## src/rtl/stereo_depth_engine_pkg.sv

```systemverilog
// depth_pkg: shared status/state types and the depth ceiling helper for the stereo depth engine
package depth_pkg;
  typedef enum logic [1:0] {ST_OK, ST_ZERO_DISP, ST_BELOW_MIN, ST_CLAMPED} depth_status_t;
  typedef enum logic [1:0] {S_IDLE, S_DISP, S_DIV, S_OUT} eng_state_t;
  function automatic int unsigned depth_max(input int unsigned w);
    return (32'd1 << w) - 32'd1;
  endfunction
endpackage

```

## src/rtl/stereo_depth_engine_if.sv

```systemverilog
// stereo_depth_engine_if: point-pair input stream and depth result stream of the engine
interface stereo_depth_engine_if #(
  parameter int X_W     = 12,
  parameter int DEPTH_W = 12,
  parameter int CH_W    = 2
);
  logic               s_valid_in;
  logic               s_ready_out;
  logic [X_W-1:0]     x_1_in;
  logic [X_W-1:0]     x_2_in;
  logic [CH_W-1:0]    s_chan_in;
  logic               m_valid_out;
  logic               m_ready_in;
  logic [DEPTH_W-1:0] depth_out;
  logic [CH_W-1:0]    m_chan_out;
  logic [1:0]         status_out;
  modport master (
    output s_valid_in, x_1_in, x_2_in, s_chan_in, m_ready_in,
    input  s_ready_out, m_valid_out, depth_out, m_chan_out, status_out
  );
  modport slave (
    input  s_valid_in, x_1_in, x_2_in, s_chan_in, m_ready_in,
    output s_ready_out, m_valid_out, depth_out, m_chan_out, status_out
  );
endinterface

```

## src/rtl/stereo_depth_engine_seq_divider.sv

```systemverilog
// seq_divider: restoring shift-subtract divider, one quotient bit per cycle, MSB first
module seq_divider #(
  parameter int N_W = 12,
  parameter int D_W = 12
) (
  input  logic           clk_in,
  input  logic           rst_n_in,
  input  logic           start_in,
  input  logic [N_W-1:0] num_in,
  input  logic [D_W-1:0] den_in,
  output logic           busy_out,
  output logic           done_out,
  output logic [N_W-1:0] quo_out
);
  localparam int C_W = $clog2(N_W + 1);
  logic [N_W-1:0] quo_q, quo_d;
  logic [D_W-1:0] rem_q, rem_d, den_q, den_d;
  logic [C_W-1:0] cnt_q, cnt_d;
  logic [D_W:0]   r_sh, diff;
  logic           ge;
  // shift in the next dividend bit, subtract when it fits; start reloads everything
  always_comb begin
    r_sh  = {rem_q, quo_q[N_W-1]};
    diff  = r_sh - {1'b0, den_q};
    ge    = r_sh >= {1'b0, den_q};
    quo_d = quo_q;
    rem_d = rem_q;
    den_d = den_q;
    cnt_d = cnt_q;
    if (start_in) begin
      quo_d = num_in;
      rem_d = '0;
      den_d = den_in;
      cnt_d = C_W'(N_W);
    end else if (cnt_q != '0) begin
      quo_d = {quo_q[N_W-2:0], ge};
      rem_d = ge ? diff[D_W-1:0] : r_sh[D_W-1:0];
      cnt_d = cnt_q - 1'b1;
    end
  end
  // divider state registers
  always_ff @(posedge clk_in or negedge rst_n_in) begin
    if (!rst_n_in) begin
      quo_q <= '0;
      rem_q <= '0;
      den_q <= '0;
      cnt_q <= '0;
    end else begin
      quo_q <= quo_d;
      rem_q <= rem_d;
      den_q <= den_d;
      cnt_q <= cnt_d;
    end
  end
  // done marks the final iteration; the quotient it presents is the value being written this edge
  assign busy_out = cnt_q != '0;
  assign done_out = cnt_q == C_W'(1);
  assign quo_out  = quo_d;
endmodule

```

## src/rtl/stereo_depth_engine.sv

```systemverilog
// stereo_depth_engine: depth = SCALE / |x_1 - x_2| with disparity gating, clamping and per-channel hold
module stereo_depth_engine
  import depth_pkg::*;
#(
  parameter int X_W             = 12,
  parameter int DEPTH_W         = 12,
  parameter int SCALE           = 2973,
  parameter int SCALE_W         = 12,
  parameter int MIN_DISP        = 2,
  parameter int NUM_CH          = 4,
  parameter int HOLD_ON_INVALID = 0
) (
  input logic                  clk_in,
  input logic                  rst_n_in,
  stereo_depth_engine_if.slave bus
);
  localparam int CH_W = $clog2(NUM_CH);
  localparam logic [DEPTH_W-1:0] D_MAX = DEPTH_W'(depth_max(DEPTH_W));
  eng_state_t         state_q, state_d;
  logic [X_W-1:0]     x1_q, x1_d, x2_q, x2_d;
  logic [CH_W-1:0]    chan_q, chan_d, idx;
  logic               valid_q, valid_d, ready_q, ready_d;
  logic [DEPTH_W-1:0] depth_q, depth_d;
  depth_status_t      status_q, status_d;
  logic [DEPTH_W-1:0] hold_q [NUM_CH];
  logic [DEPTH_W-1:0] hold_d [NUM_CH];
  logic [X_W-1:0]     disp;
  logic               gated, accept, div_start, div_busy, div_done, clamp;
  logic [SCALE_W-1:0] quo;
  assign disp   = x1_q >= x2_q ? x1_q - x2_q : x2_q - x1_q;
  assign gated  = 32'(disp) < MIN_DISP || disp == '0;
  assign accept = bus.s_valid_in && ready_q;
  assign idx    = 32'(chan_q) >= NUM_CH ? '0 : chan_q;
  assign clamp  = 32'(quo) > depth_max(DEPTH_W);
  seq_divider #(.N_W(SCALE_W), .D_W(X_W)) u_div (
    .clk_in   (clk_in),
    .rst_n_in (rst_n_in),
    .start_in (div_start),
    .num_in   (SCALE_W'(SCALE)),
    .den_in   (disp),
    .busy_out (div_busy),
    .done_out (div_done),
    .quo_out  (quo)
  );
  // state register
  always_ff @(posedge clk_in or negedge rst_n_in) begin
    if (!rst_n_in) state_q <= S_IDLE;
    else state_q <= state_d;
  end
  // next state: gated pairs skip the divider
  always_comb begin
    state_d = state_q;
    case (state_q)
      S_IDLE:  state_d = accept ? S_DISP : S_IDLE;
      S_DISP:  state_d = gated ? S_OUT : S_DIV;
      S_DIV:   state_d = div_done ? S_OUT : S_DIV;
      S_OUT:   state_d = bus.m_ready_in ? S_IDLE : S_OUT;
      default: state_d = S_IDLE;
    endcase
  end
  // datapath: latch the pair, resolve gated or divided depth, update the channel's last good depth
  always_comb begin
    x1_d      = x1_q;
    x2_d      = x2_q;
    chan_d    = chan_q;
    depth_d   = depth_q;
    status_d  = status_q;
    hold_d    = hold_q;
    valid_d   = state_d == S_OUT;
    ready_d   = state_d == S_IDLE;
    div_start = state_q == S_DISP && !gated;
    if (state_q == S_IDLE && accept) begin
      x1_d   = bus.x_1_in;
      x2_d   = bus.x_2_in;
      chan_d = bus.s_chan_in;
    end
    if (state_q == S_DISP && gated) begin
      depth_d  = HOLD_ON_INVALID != 0 ? hold_q[idx] : D_MAX;
      status_d = disp == '0 ? ST_ZERO_DISP : ST_BELOW_MIN;
    end
    if (state_q == S_DIV && div_done) begin
      depth_d     = clamp ? D_MAX : DEPTH_W'(quo);
      status_d    = clamp ? ST_CLAMPED : ST_OK;
      hold_d[idx] = depth_d;
    end
  end
  // job and output registers; reset drops any job in flight
  always_ff @(posedge clk_in or negedge rst_n_in) begin
    if (!rst_n_in) begin
      x1_q     <= '0;
      x2_q     <= '0;
      chan_q   <= '0;
      depth_q  <= '0;
      status_q <= ST_OK;
      valid_q  <= 1'b0;
      ready_q  <= 1'b0;
      hold_q   <= '{default: D_MAX};
    end else begin
      x1_q     <= x1_d;
      x2_q     <= x2_d;
      chan_q   <= chan_d;
      depth_q  <= depth_d;
      status_q <= status_d;
      valid_q  <= valid_d;
      ready_q  <= ready_d;
      hold_q   <= hold_d;
    end
  end
  assign bus.s_ready_out = ready_q;
  assign bus.m_valid_out = valid_q;
  assign bus.depth_out   = depth_q;
  assign bus.m_chan_out  = chan_q;
  assign bus.status_out  = status_q;
endmodule

```

## src/flat_wrapper.sv

```systemverilog
// flat-port wrapper written by rule: the top's interface ports become plain ports
module stereo_depth_engine_flat import depth_pkg::*;
#(
  parameter int X_W             = 12,
  parameter int DEPTH_W         = 12,
  parameter int SCALE           = 2973,
  parameter int SCALE_W         = 12,
  parameter int MIN_DISP        = 2,
  parameter int NUM_CH          = 4,
  parameter int HOLD_ON_INVALID = 0
)
  (clk_in, rst_n_in, bus_s_valid_in, bus_x_1_in, bus_x_2_in, bus_s_chan_in, bus_m_ready_in, bus_s_ready_out, bus_m_valid_out, bus_depth_out, bus_m_chan_out, bus_status_out);
  stereo_depth_engine_if #(.X_W(X_W), .DEPTH_W(DEPTH_W), .CH_W(2)) bus_i ();
  input logic clk_in;
  input logic rst_n_in;
  input wire logic [$bits(bus_i.s_valid_in)-1:0] bus_s_valid_in;
  input wire logic [$bits(bus_i.x_1_in)-1:0] bus_x_1_in;
  input wire logic [$bits(bus_i.x_2_in)-1:0] bus_x_2_in;
  input wire logic [$bits(bus_i.s_chan_in)-1:0] bus_s_chan_in;
  input wire logic [$bits(bus_i.m_ready_in)-1:0] bus_m_ready_in;
  output wire logic [$bits(bus_i.s_ready_out)-1:0] bus_s_ready_out;
  output wire logic [$bits(bus_i.m_valid_out)-1:0] bus_m_valid_out;
  output wire logic [$bits(bus_i.depth_out)-1:0] bus_depth_out;
  output wire logic [$bits(bus_i.m_chan_out)-1:0] bus_m_chan_out;
  output wire logic [$bits(bus_i.status_out)-1:0] bus_status_out;
  assign bus_i.s_valid_in = bus_s_valid_in;
  assign bus_i.x_1_in = bus_x_1_in;
  assign bus_i.x_2_in = bus_x_2_in;
  assign bus_i.s_chan_in = bus_s_chan_in;
  assign bus_i.m_ready_in = bus_m_ready_in;
  assign bus_s_ready_out = bus_i.s_ready_out;
  assign bus_m_valid_out = bus_i.m_valid_out;
  assign bus_depth_out = bus_i.depth_out;
  assign bus_m_chan_out = bus_i.m_chan_out;
  assign bus_status_out = bus_i.status_out;
  stereo_depth_engine #(.X_W(X_W), .DEPTH_W(DEPTH_W), .SCALE(SCALE), .SCALE_W(SCALE_W), .MIN_DISP(MIN_DISP), .NUM_CH(NUM_CH), .HOLD_ON_INVALID(HOLD_ON_INVALID)) u_core (.clk_in(clk_in), .rst_n_in(rst_n_in), .bus(bus_i));
endmodule
```

## config.mk

```make
export PLATFORM = sky130hd
export DESIGN_NAME = stereo_depth_engine_flat
export DESIGN_NICKNAME = d
export VERILOG_FILES = /design/src/rtl/stereo_depth_engine_pkg.sv /design/src/rtl/stereo_depth_engine_if.sv /design/src/rtl/stereo_depth_engine_seq_divider.sv /design/src/rtl/stereo_depth_engine.sv /design/src/flat_wrapper.sv
export SDC_FILE = /design/constraint.sdc
export NUM_CORES = 1
export LEC_CHECK = 0
export CAP_MARGIN = 25
export CORE_MARGIN = 4
export CORE_UTILIZATION = 58
export CTS_BUF_LIST = sky130_fd_sc_hd__clkbuf_4
export CTS_CLUSTER_SIZE = 20
export DETAILED_ROUTE_END_ITERATION = 8
export PLACE_DENSITY = 0.8
export SKIP_CTS_REPAIR_TIMING = 1
export SLEW_MARGIN = 20
export SYNTH_ARGS = -nofsm -noshare
export SYNTH_HDL_FRONTEND = slang
export SYNTH_SLANG_ARGS = --single-unit
```

## constraint.sdc

```tcl
create_clock -name clk_in -period 7.6 [get_ports clk_in]
set_input_delay 0.76 -clock clk_in [delete_from_list [all_inputs] [get_ports clk_in]]
set_output_delay 0.76 -clock clk_in [all_outputs]
set_load 0.02 [all_outputs]
```

### After elaboration in Yosys (flattened, before gate mapping)

Index checks and enable logic that the tools add are counted.

* word-level logic and storage cells: 55
* register bits: 84
* input bits: 30
* output and inout port bits: 18

* order comparisons: 3
* multiplexer cells: 18
* eq/ne operators: 5
* reduce and logical (&&, ||, !) cells: 13
* add/subtract/negate cells: 4

Operators with widths (count)
* 2-to-1 mux 12 bit: 8
* subtractor 12 bit: 3
* >= comparator 13 x 12 -> 1 bit: 1
* >= comparator 12 bit: 1
* logical NOT 12 bit: 1
* < comparator 12 x 2 -> 1 bit (second input constant): 1
* 2-to-1 mux 2 bit: 4
* 2-to-1 mux 4 bit: 2
* one-hot mux 2 bit (4 select lines): 1
* == test 2 bit (second input constant): 3
* logical AND 1 bit: 5
* == test 4 x 1 -> 1 bit (second input constant): 1
* logical NOT 2 bit: 2
* nonzero test 2 bit: 2
* nonzero test 4 bit: 1
* subtractor 4 x 1 -> 4 bit (second input constant): 1
* 2-to-1 mux 1 bit: 3
* == test 2 x 1 -> 1 bit (second input constant): 1
* logical NOT 1 bit: 1
* logical OR 1 bit: 1

### Depth between registers and ports, before layout

* depth after elaboration: 8
* mapped depth: 17
* mapped depth without buffers: 13

### Cells and area by module

A second synthesis with hierarchy kept.

* cells, all modules: 630
* area total of the unflattened synthesis: 5695.5 um^2

Modules (own cells, without submodules)
* stereo_depth_engine: area an instance 3244.4 um^2, cells each 365, times used 1, sequential area each 1101.1 um^2
* seq_divider: area an instance 2451.1 um^2, cells each 265, times used 1, sequential area each 1001.0 um^2

### Least setup slack after synthesis

Ideal clock, no wire load.

* kind: register to register
* start point: register u_core.x2_q[0]
* end point: register u_core.u_div.den_q[4]
* path buffers: 2
* period minus slack after synthesis: 3.447 ns
* stages on the path, launching flop included: 15
* setup time: 0.125 ns
* data required time: 7.475 ns
* data arrival time: 3.321 ns
* path slack: 4.153 ns
* cells stage by stage: dfrtp_1 > inv_1 > ha_1 > inv_1 > fa_1 > a211oi_1 > o21bai_1 > a21o_1 > o311ai_1 > nand3_1 > or4b_1 > buf_2 > o31a_1 > buf_6 > mux2_4

* longest elaborated chain between the ends: 6
* elaborated cells on any way between the ends: 9
* those cells by class: add/sub: 2; order compare: 2; mux: 1; reduce/logical: 4

Ends and longest elaborated chain
* from (decl): line stereo_depth_engine.sv:20 `logic [X_W-1:0] x1_q, x1_d, x2_q, x2_d;`
* from (signal assigned): line stereo_depth_engine.sv:91 `x2_q <= '0;`
* from (signal assigned): line stereo_depth_engine.sv:100 `x2_q <= x2_d;`
* subtractor 12 bit or >= comparator 12 bit (tied branches): line stereo_depth_engine.sv:30 `assign disp = x1_q >= x2_q ? x1_q - x2_q : x2_q - x1_q;`
* 2-to-1 mux 12 bit (*): line stereo_depth_engine.sv:30
* < comparator 12 x 2 -> 1 bit or logical NOT 12 bit (tied branches): line stereo_depth_engine.sv:31 `assign gated = 32'(disp) < MIN_DISP || disp == '0;`
* logical OR 1 bit: line stereo_depth_engine.sv:31
* logical NOT 1 bit: line stereo_depth_engine.sv:71 `div_start = state_q == S_DISP && !gated;`
* logical AND 1 bit: line stereo_depth_engine.sv:71
* to (signal assigned): line stereo_depth_engine_seq_divider.sv:51 `den_q <= den_d;`
* to (decl): line stereo_depth_engine_seq_divider.sv:17 `logic [D_W-1:0] rem_q, rem_d, den_q, den_d;`

Mark *: on every way between the ends. The rest lies on a longest branch, timed or not.
A chain may end at the register's enable or synchronous reset.

### Worst setup path in the final report

* start point: register u_core.x2_q[0]
* end point: register u_core.u_div.den_q[7]

Same word-level chain as after synthesis.

==> metrics.csv <==
metric,value,unit
Setup CP Type,register to register,
r2r endpoint,u_core.u_div.den_q[7],
Routed WL per cell,16.6,µm
non-filler cells in the finished layout,709,
status,"complete, no violations",
clock-pin slew on the worst setup and hold paths,0.17,ns
die span in y,104,µm
Ant. Diodes,0,
Hold WC Path Type,input pin to async pin,
TritonCTS Buffers,9,
via count,4104,
DR pass1 iterations,5,
Final setup viols,0,
fin util,0.677,
CP Max Fanout,17,
Area Overhead vs Synth,12.3,%
nets,667,
max incr delay on CP,0.64,ns
drt total wl,11800,µm
vias per cell,5.79,
first-pass GRT wire length,20400,µm
placed inst area,5830,µm²
Synth cell types,63,
Yosys reg bits,84,
placed insts,692,
clock tree buffer depth,2,
maxcap violations,0,
FF-to-FF path depth,13,
synthesized area,5330,µm²
setup tns final,0,ns
"slowest stage cell, crit path",or4b_1,
Crit path top cell by count,inv_1,
Setup crit end kind,register,
CTS tree,built,
Die Span X,104,µm
Initial Util,0.603,
final critical-path share of the clock period,0.589,
antenna-violating nets left,0,
largest area contributor in the netlist,dfrtp_1,
Synth Flop Type,dfrtp_1,
complex-gate fraction of the synthesized area,0.203,
layout cells sized above 1,0.101,
GP Congestion,0.868,
Synth async-reset ratio,1.00,
Overall Global Routing Usage,0.226,
warnings from Yosys,0,
I/O Buffers,47,
initial antenna violation count,0,
"EDFF count, synth",0,
Finished Cell Area,5990,µm²
CP arrival,4.82,ns
Mapped Nets,629,
GRT overflow,0,
num rows,34,
post-synthesis sequential area ratio,0.394,
cell family with most CP delay,compound AO/OA/AOI/OAI gates,
most frequent cells after synthesis,"dfrtp_1 (84), nand2_1 (58), inv_1 (47), nor2_1 (45), ha_1 (38)",
die footprint,10800,µm²
FILL cells,699,
Slew @ Worst Pin,1.05,ns
core area,8850,µm²
minimum clock period,4.48,ns
"top cells by area, synth","dfrtp_1 (39%), ha_1 (8.9%), mux2i_1 (4.9%), nand2_1 (4.1%), o21ai_0 (3.5%)",
"count leader, synth",dfrtp_1,
max-slew violations,0,
H-Tree Depth,3,
Syn Inst Count,558,
hpwl dp,8710,µm
Critical Path RT,7.94,ns
Post-Synth XOR/XNOR Area,0.0279,
worst reg2reg startpoint,u_core.x2_q[0],
Avg Synthesized Cell Area,9.56,µm²
worst skew pair latency,0.46,ns
crit start category,register,
post-synthesis adder-cell area fraction,0.100,
"Critical Path, Cell by Cell",inv_1 > ha_1 > inv_1 > fa_1 > a211oi_1 > o21bai_1 > a21o_1 > o311ai_1 > nand3_1 > or4b_1 > o31a_1 > buf_4 > mux2_4,
multiplexer share of the synthesized area,0.0629,
worst rel slew slack,0.299,
Final Hold Fails,0,
top-area cell type share of the netlist area,0.394,
Buf/Inv on CP,3,
RSZ-0062 raised after global routing,no,
Post-Synth Simple-Gate Area,0.150,
Ports,48,
Reg2Reg Setup Slack,3.12,ns
detailed-route DRC error count,0,
vias in the first global route,4161,
largest family of logic cells by synthesized area,compound AO/OA/AOI/OAI gates,
Detailed Route Iter0 Violations,299,
clock skew,0.0256,ns
largest net degree at the start of global routing,85,
Clk Tree Root Cell,clkbuf_4,
fmax,223,MHz
Clock Sinks,84,
[cell type report]
type | count | area, µm² | area share
clock inverter | 7 | 78.8 | 0.0132
inverter | 47 | 176 | 0.0295
sequential | 84 | 2100 | 0.351
timing repair buffer | 52 | 517 | 0.0863
tap | 108 | 135 | 0.0226
clock buffer | 9 | 67.6 | 0.0113
multi-input combinational | 402 | 2910 | 0.486
[kinds of logic after synthesis]
logic type	after synthesis
DFF	84
xor gates and xnor gates	17
adders and majority gates	41
buffers and inverters	72
and+or+nand+nor	164
AOI/OAI and AO/OA	148
muxes	32
[cells in the final DEF (no fill, tap or decap), types with 3 or more instances in the layout]
master / n
mux2i_1: 26
xnor2_1: 11
nor2b_1: 9
and2_1: 3
a31oi_1: 3
inv_1: 47
nand4_1: 8
o21a_1: 5
nand2b_1: 4
nor3_1: 7
mux2_2: 4
clkbuf_4: 9
a2bb2oi_1: 12
xor2_1: 6
nand2_1: 58
o21ai_0: 37
fa_1: 3
dfrtp_1: 84
buf_4: 4
clkdlybuf4s50_1: 46
o211ai_1: 6
o22ai_1: 7
a21o_1: 13
a211oi_2: 3
inv_8: 4
nand3_1: 5
or3_1: 3
nor2_1: 45
or2_2: 4
ha_1: 38
a211oi_1: 12
nor3_2: 8
a21oi_1: 19
o21bai_1: 4
[state kept, by name, indices dropped and copies added, names as in the netlist, 4 cells and up]
name and cells:
u_core.u_div.quo_q 12, u_core.u_div.den_q 12, u_core.u_div.cnt_q 4, u_core.x1_q 12, u_core.bus.depth_out 12, u_core.u_div.rem_q 12
u_core.x2_q 12
[through the flow]
step	hold slack, ns	setup slack (ns)
after CTS	0.505	3.20
after global placement	0.472	3.23
final	0.273	3.12
after detailed placement	0.485	3.24
after global routing	0.377	2.94
after floorplan	0.459	4.15
[worst max-delay path by stage]
stage / startpoint / endpoint / slack, ns / cells after the start
6_report: u_core.x2_q[0] / u_core.u_div.den_q[7] / 3.12 / 13
5_1_grt: u_core.x2_q[0] / u_core.u_div.den_q[7] / 2.94 / 13
4_1_cts: u_core.x2_q[0] / u_core.u_div.den_q[7] / 3.20 / 13
3_5_place_dp: u_core.x2_q[0] / u_core.u_div.den_q[7] / 3.24 / 13
3_3_place_gp: u_core.x2_q[0] / u_core.u_div.den_q[4] / 3.23 / 13
2_1_floorplan: u_core.x2_q[0] / u_core.u_div.den_q[4] / 4.15 / 14
[layer usage]
layer / routed length [µm] / global-route usage
met1: 5670 / 0.323
met2: 5450 / 0.364
met3: 523 / 0.0466
met4: 121 / 0.0380
met5: 0 / 0
Power is left out: the tool's default activity adds up to more than one toggle a clock period on the data nets, which glitch-free logic cannot reach.
